==> src/rtl/alu_pkg.sv <==
// Shared encodings and the fixed operand table for the ALU LED demonstrator.
package alu_pkg;

    typedef enum logic [2:0] {
        OP_AND = 3'b000,
        OP_OR  = 3'b001,
        OP_XOR = 3'b010,
        OP_NOR = 3'b011,
        OP_ADD = 3'b100,
        OP_SUB = 3'b101,
        OP_SLT = 3'b110,
        OP_SLL = 3'b111
    } alu_op_e;

    localparam logic [2:0] DISP_B0    = 3'b000;
    localparam logic [2:0] DISP_B1    = 3'b001;
    localparam logic [2:0] DISP_B2    = 3'b010;
    localparam logic [2:0] DISP_B3    = 3'b011;
    localparam logic [2:0] DISP_FLAGS = 3'b100;

    // Operand pairs chosen to exercise sign, overflow and carry corners.
    localparam logic [31:0] OPER_A [8] = '{
        32'h0000_0000, 32'h0000_0003, 32'h8000_0000, 32'h7FFF_FFFF,
        32'hFFFF_FFFF, 32'h8000_0000, 32'hFFFF_FFFF, 32'h1234_5678
    };
    localparam logic [31:0] OPER_B [8] = '{
        32'h0000_0000, 32'h0000_0607, 32'h8000_0000, 32'h7FFF_FFFF,
        32'hFFFF_FFFF, 32'hFFFF_FFFF, 32'h8000_0000, 32'h3333_4444
    };

endpackage

==> src/rtl/alu32.sv <==
// Purely combinational 32-bit, 8-operation ALU with zero/overflow/carry flags.
module alu32
    import alu_pkg::*;
(
    input  logic [31:0] A,
    input  logic [31:0] B,
    input  logic [2:0]  op,
    output logic [31:0] F,
    output logic        ZF,
    output logic        OF,
    output logic        CF
);

    logic [32:0]        sum33;
    logic [32:0]        diff33;
    logic signed [31:0] a_s;
    logic signed [31:0] b_s;

    // The extra top bit holds the carry for ADD and the borrow for SUB.
    assign sum33  = {1'b0, A} + {1'b0, B};
    assign diff33 = {1'b0, A} - {1'b0, B};
    assign a_s    = A;
    assign b_s    = B;

    // Select the result; OF/CF are only meaningful for ADD and SUB.
    always_comb begin
        F  = 32'h0;
        OF = 1'b0;
        CF = 1'b0;
        case (alu_op_e'(op))
            OP_AND: F = A & B;
            OP_OR:  F = A | B;
            OP_XOR: F = A ^ B;
            OP_NOR: F = ~(A | B);
            OP_ADD: begin
                F  = sum33[31:0];
                CF = sum33[32];
                OF = (A[31] == B[31]) && (sum33[31] != A[31]);
            end
            OP_SUB: begin
                F  = diff33[31:0];
                CF = diff33[32];
                OF = (A[31] != B[31]) && (diff33[31] != A[31]);
            end
            OP_SLT: F = {31'h0, (a_s < b_s)};
            OP_SLL: F = B << A[4:0];
            default: F = 32'h0;
        endcase
    end

    assign ZF = (F == 32'h0);

endmodule

==> src/rtl/alu_led_top.sv <==
// Board wrapper: operand-table lookup, ALU, byte/flag display mux and LED register.
module alu_led_top
    import alu_pkg::*;
(
    input  logic       clk,
    input  logic       rst,
    input  logic [2:0] alu_op,
    input  logic [2:0] ab_sw,
    input  logic [2:0] c_led_sw,
    output logic [7:0] led
);

    logic [31:0] oper_a;
    logic [31:0] oper_b;
    logic [31:0] alu_f;
    logic        alu_zf;
    logic        alu_of;
    logic        alu_cf;
    logic [7:0]  led_d;
    logic [7:0]  led_q;

    assign oper_a = OPER_A[ab_sw];
    assign oper_b = OPER_B[ab_sw];

    alu32 u_alu32 (
        .A  (oper_a),
        .B  (oper_b),
        .op (alu_op),
        .F  (alu_f),
        .ZF (alu_zf),
        .OF (alu_of),
        .CF (alu_cf)
    );

    // Pick one result byte or the packed flags for the LEDs.
    always_comb begin
        led_d = 8'h00;
        case (c_led_sw)
            DISP_B0:    led_d = alu_f[7:0];
            DISP_B1:    led_d = alu_f[15:8];
            DISP_B2:    led_d = alu_f[23:16];
            DISP_B3:    led_d = alu_f[31:24];
            DISP_FLAGS: led_d = {5'b0, alu_cf, alu_of, alu_zf};
            default:    led_d = 8'h00;
        endcase
    end

    // LED register: one cycle of latency, cleared while rst is high.
    always_ff @(posedge clk) begin
        if (rst) begin
            led_q <= 8'h00;
        end else begin
            led_q <= led_d;
        end
    end

    assign led = led_q;

endmodule

==> config.mk <==
export PLATFORM = sky130hd
export DESIGN_NAME = alu_led_top
export DESIGN_NICKNAME = d
export VERILOG_FILES = /design/src/rtl/alu_pkg.sv /design/src/rtl/alu32.sv /design/src/rtl/alu_led_top.sv
export SDC_FILE = /design/constraint.sdc
export NUM_CORES = 1
export LEC_CHECK = 0
export CELL_PAD_IN_SITES_DETAIL_PLACEMENT = 1
export CELL_PAD_IN_SITES_GLOBAL_PLACEMENT = 1
export CORE_ASPECT_RATIO = 1.75
export CORE_UTILIZATION = 30
export CTS_CLUSTER_SIZE = 20
export DETAILED_ROUTE_END_ITERATION = 10
export PLACE_DENSITY_LB_ADDON = 0.1
export SYNTH_ARGS = -nofsm -noshare
export SYNTH_HDL_FRONTEND = slang
export SYNTH_SLANG_ARGS = --single-unit
==> constraint.sdc <==
create_clock -name clk -period 5.9 [get_ports clk]
set_input_delay 1.475 -clock clk [delete_from_list [all_inputs] [get_ports clk]]
set_output_delay 1.475 -clock clk [all_outputs]
set_load 0.005 [all_outputs]
======== Word-level counts from Yosys, hierarchy flattened ========
Memories as Yosys holds them, arrays and structs flattened.
Cells that the tools add are included.
Widths: inputs -> output; s select.
storage, ports and cells
  register bits ........................... 8
  bits in read-only memories .............. 512
  input port bits ......................... 11
  output and inout bits ................... 8
  logic and storage cells ................. 41
  memories kept ........................... 2
memory list
  name              words  bits a word  read ports  clocked after memory_dff  wr ports  RTL line           text
  (name not given)  8      32           1           0                         0         alu_led_top.sv:23  assign oper_b = OPER_B[ab_sw];
  (name not given)  8      32           1           0                         0         alu_led_top.sv:22  assign oper_a = OPER_A[ab_sw];
cells by class
  add/subtract/negate cells ............... 2
  order comparisons ....................... 2
  eq/ne operators ......................... 15
  shifts and indexed selects .............. 1
  mux-type cells .......................... 8
  bitwise operators ....................... 5
  reductions and logical operators ........ 5
operator list
  operator            number
  $pmux 32 s8         1
  $mux 32             4
  $pmux 8 s5          1
  $add 32x32->33      1
  $sub 32x32->33      1
  $and 32x32->32      1
  $logic_not 32->1    1
  $lt 32x32->1        1
  $not 32->32         1
  $or 32x32->32       1
  $shl 32x5->32       1
  $xor 32x32->32      1
  $eq 3x3->1 const B  5
  $eq 3x2->1 const B  4
  $eq 3x1->1 const B  2
  $logic_not 3->1     2
  $ge 4x4->1 const B  1
  $not 3->4           1
  $pmux 1 s2          2
  $ne 1x1->1          3
  $logic_and 1x1->1   2
  $eq 1x1->1          1

======== Longest topological paths before layout ========
  depth after elaboration ................. 9
  depth in mapped cells ................... 16
  gate-level depth less buffers ........... 12

======== Cells and area by module ========
Synthesis repeated with hierarchy kept, for this count alone.
unflattened totals
  cell total of the unflattened synthesis .. 1173
  area, all modules ....................... 8252.9 um2
modules (own cells, without submodules)
  module       instances  cells each  area each (um2)  seq. area each (um2)
  alu32        1          1104        7673.6           0.0
  alu_led_top  1          69          579.3            160.2

======== Worst setup path after synthesis ========
Ideal clock, no wire load.
  path type ............................... in2reg
  from .................................... in ab_sw[2]
  to ...................................... reg led_q[0], in the netlist led[0]
  setup time .............................. 84 ps
  arrival time ............................ 4484 ps
  data required time ...................... 5816 ps
  slack ................................... 1331 ps
  stages .................................. 13
  path buffers ............................ 2
  path through ............................ buf_2 buf_4 inv_1 o21ai_0 ha_1 or3b_1 or2_1 and4_1 o21ai_1 o211ai_1 nor4_1 nand4_1 o31ai_2
between the ends
  cells in the longest elaborated chain, start to end .. 9
  elaborated cells between the ends (all ways) .. 18
  classes of those cells .................. 2 x add/sub; 1 x order compare; 1 x shift; 6 x mux; 5 x bitwise; 1 x reduce/logical; 2 x memory
ends and longest elaborated chain
  element                                                                 RTL line                              text
  start: declaration                                                      alu_led_top.sv:8                      input logic [2:0] ab_sw,
  $not 3->4 (not written as such) *                                       alu_led_top.sv:22, alu_led_top.sv:23
  parallel branches: the longest is 5 deep, another holds $sub 32x32->33  n/a
  $pmux 32 s8 *                                                           alu32.sv:30                           case (alu_op_e'(op))
  $logic_not 32->1                                                        alu32.sv:51                           assign ZF = (F == 32'h0);
  $pmux 8 s5 *                                                            alu_led_top.sv:38                     case (c_led_sw)
  end signal: assignment                                                  alu_led_top.sv:53                     led_q <= led_d;
  end: declaration                                                        alu_led_top.sv:20                     logic [7:0] led_q;
Every way passes the cells marked *. The select of a mux whose other input is x is not followed.
A chain may end at the register's enable or synchronous reset.

======== Worst setup path after layout ========
Same ends and word-level chain as after synthesis.

==> impl.org <==
** Synthesis
- Area share of fa/ha/maj cells after synthesis :: 7.98%
- Synthesis produced a netlist with a net count of 678.
- Portion of synthesized cell area occupied by the leading cell type :: 7.74%
- Cell area after synthesis :: 0.00420 sq mm
- The cell count after synthesis came out at 641.
- Summing the areas of all compound-gate instances in the mapped netlist gives 42.0% of the synthesized area.
- Top-count cell post-synth :: sky130_fd_sc_hd__nor2_1
- The most used flip-flop cell after synthesis is sky130_fd_sc_hd__dfxtp_1.
- Yosys reg bits :: 8
- After synthesis, the share of flip-flops with an asynchronous set or reset is 0%.
- After Yosys synthesis, and, or, nand and nor cells account for 29.1% of the synthesized area.
- Synthesized-area fraction occupied by xor and xnor cells :: 4.17%
- In this run the mean area of a mapped cell was 6.56 sq um.
- After synthesis, the largest family of logic cells by area is compound AO/OA/AOI/OAI gates.
- During synthesis, Yosys emitted a total of 0 warnings.
- Part of the Yosys area used for sequential elements :: 3.81%
- Of all cell types, the one taking the most synthesized area is sky130_fd_sc_hd__ha_1.
- Netlist cell types :: 85
- Count of flip-flops with a built-in enable after synthesis :: 0
- The commonest cells after synthesis are sky130_fd_sc_hd__nor2_1, sky130_fd_sc_hd__a21oi_1, sky130_fd_sc_hd__nand2_1.
- Measured against the total synthesized area, the mux share comes to 3.45%.
- Largest cells by area after synthesis :: sky130_fd_sc_hd__ha_1, sky130_fd_sc_hd__a21oi_1, sky130_fd_sc_hd__nor2_1

** Hold path
- Hold wc startpoint :: rst
- The tightest min-delay check is of the in -> reg type.

** STA
- Count of final setup violators :: 0
- For the pin with the worst max-slew slack, the measured transition is 937 ps.
- Setup repair after global routing left no endpoint under its margin.
- Static timing analysis puts the maximum clock frequency at 183 MHz.
- Max-slew violations :: 0
- Hold Violations, Final :: 0
- Subtracting the final worst setup slack from the clock period gives 5460 ps.
- In this run the tightest slew margin relative to its limit is 36.3%.
- Adding up every negative setup slack in the final design gives 0 ps.
- The worst path uses 92.5% of the clock period.

** Floorplanning
- The floorplan step set the die width to 91.5 um.
- During I/O placement, the number of pins put on the boundary was 19.
- Total die area :: 0.0145 sq mm
- For this configuration, the core starts out at a cell density of 31.1%.
- Placement Rows :: 56
- The floorplan step set the die height to 159 um.
- Core footprint :: 0.0135 sq mm

** Worst setup path
- Critical path, cell by cell :: clkdlybuf4s50_1, inv_1, o21ai_0, ha_1, buf_4, inv_2, buf_4, a211oi_1, mux2_2, nor3_1, o31ai_1, nor2_1, nand4_1, o31ai_2
- Launching element of the worst setup path :: ab_sw[2]
- Most repeated library cell on the critical path :: sky130_fd_sc_hd__buf_4
- The critical path is of the in -> reg type.
- Critical path endpoint category :: flop
- Family with the most delay on the worst path :: buffers and inverters
- In this design, the stage delay of the slowest critical-path cell is 640 ps.
- Count of buffering cells on the critical path with inverters included :: 5
- Worst path arrival time :: 5600 ps
- The slowest stage of the critical path is the sky130_fd_sc_hd__clkdlybuf4s50_1 cell.
- Data on the critical path is required at its endpoint by 6050 ps.
- STA classifies the critical path startpoint as a primary input.
- Along the worst path, the maximum fanout reaches 28.

** Power and ir drop
- For this design the ratio of total power to cell area is 170 mW/mm^2.
- Leakage power of the design :: 0.00186 uW
- Post-layout power :: 810 uW
- Across the VDD grid, the largest voltage drop is 0.0000795 V.

** Clocking
- Post-CTS setup buffers :: 0
- Post-CTS clock slew at the launch and capture registers of the worst setup and hold paths :: 40 ps
- Buffer levels on the longest clock path :: 2
- In this run the number of H-tree levels came out at 1.
- Resized Gates After CTS :: 0
- CTS tree :: done
- Number of buffers inserted for hold repair after clock tree synthesis :: 0
- CTS buffer count :: 3
- Number of clock sinks :: 8
- CTS placed an instance of sky130_fd_sc_hd__clkbuf_16 at the clock tree root.

** GRT
- Antenna violations before repair :: 0
- Global routing usage summed across all routing layers :: 34.8%
- Pin count of the biggest net entering global routing :: 36
- GRT overflow :: 0
- First-pass GRT wire length :: 36,900 um
- Vias in the first global route :: 5,580

** Finish
- The final layout contains 695 nets.
- Non-Filler Instances :: 830
- Layout cell share with drive strength beyond 1 :: 13.1%
- Antenna diode instance count :: 0
- Final core utilization :: 35.3%
- Layout filler cell count :: 1,743
- From synthesis to final layout, the design area changed by 13.5%.
- Largest register FFs :: 8

** Placed design
- Post-DP HPWL :: 20,100 um
- Inst Count DP :: 827
- Input and output buffers added on the ports amount to 18.
- Final weighted congestion in routability-driven placement :: 0.969

** Route
- After the first detailed-routing iteration, the DRC count stood at 374.
- Total length of routed met3 wires :: 1060 um
- Detail Route Antenna Nets :: 0
- Detailed Route WL :: 25,100 um
- Met2 WL post-DR :: 12,500 um
- Detailed-route wire length per cell :: 30.3 um
- The detailed router put a total of 9400 um of wire on met1.
- Residual DRC count :: 0
- Using the TritonRoute via totals, the vias-per-cell ratio works out to 6.63.
- Across all layers, the routed design uses 5,506 vias.
- The highest layer touched by signal routing is met4.
- The first detailed-routing pass ran for 7 iterations.

** Job
- Number of maximum-capacitance violations :: 0

** Status
- The flow ran to the end, and the final reports show no timing, DRC or antenna violations.
-- final cells by class --
type / instances / area [sq um] / area share (%)
timing repair buffer: 71 / 578 / 12.1
inverter: 24 / 90.1 / 1.89
tap: 174 / 218 / 4.56
clock buffer: 3 / 75.1 / 1.57
sequential: 8 / 160 / 3.36
multi-input combinational: 550 / 3650 / 76.5
-- path summary, 6_finish.rpt --
| check | end | slack, ps | depth (start not counted) |
|---|---|---|---|
| hold / removal | led[6] | 2010 | 4 |
| setup / recovery | led[0] | 440 | 14 |
-- routing by layer --
metal | track usage (%) | vias to the layer above
li1 | - | 2448
met1 | 38.1 | 2715
met2 | 62.6 | 260
met3 | 2.24 | 83
met4 | 26.1 | 0
met5 | 0 | -
-- through the flow --
step	setup slack [ps]	area, sq um	hold slack (ps)
final	445	4770	2010
after floorplan	1330	4200	1650
after global routing	180	4770	2020
after detailed placement	367	4700	2180
after global placement	311	4700	2180
after CTS	573	4770	2010
-- worst min-delay path: stages --
cell and delay, ps:
sky130_fd_sc_hd__clkdlybuf4s50_1 520, sky130_fd_sc_hd__nor2_1 70, sky130_fd_sc_hd__o21ai_0 80, sky130_fd_sc_hd__nor3_1 50
-- kinds of logic after synthesis --
group	count (synthesis)
XOR/XNOR	20
buffers and inverters	83
AO/OA/AOI/OAI	252
adder cells (fa/ha/maj)	27
AND/OR/NAND/NOR	238
multiplexers	13
flip-flops	8
-- placed cells by master (no fill, tap or decap), types with 10 or more instances in the layout --
cell type / count
sky130_fd_sc_hd__nor3_1: 22
sky130_fd_sc_hd__o21ai_0: 34
sky130_fd_sc_hd__a21o_1: 12
sky130_fd_sc_hd__xnor2_1: 17
sky130_fd_sc_hd__buf_4: 53
sky130_fd_sc_hd__ha_1: 26
sky130_fd_sc_hd__inv_1: 23
sky130_fd_sc_hd__nand3_1: 16
sky130_fd_sc_hd__a31oi_1: 14
sky130_fd_sc_hd__a211oi_1: 13
sky130_fd_sc_hd__nor2b_1: 16
sky130_fd_sc_hd__nand2b_1: 10
sky130_fd_sc_hd__a21oi_1: 57
sky130_fd_sc_hd__nor2_1: 60
sky130_fd_sc_hd__o211ai_1: 18
sky130_fd_sc_hd__nand2_1: 54
sky130_fd_sc_hd__clkdlybuf4s50_1: 18
-- where the power goes --
group / internal (uW) / switching [uW] / leakage, uW
Sequential: 57.9 / 0.784 / 0.0000655
Clock: 87.3 / 25.7 / 0.0000370
Combinational: 218 / 420 / 0.00176
Total: 363 / 447 / 0.00186
Power figures use the tool's default switching activity.
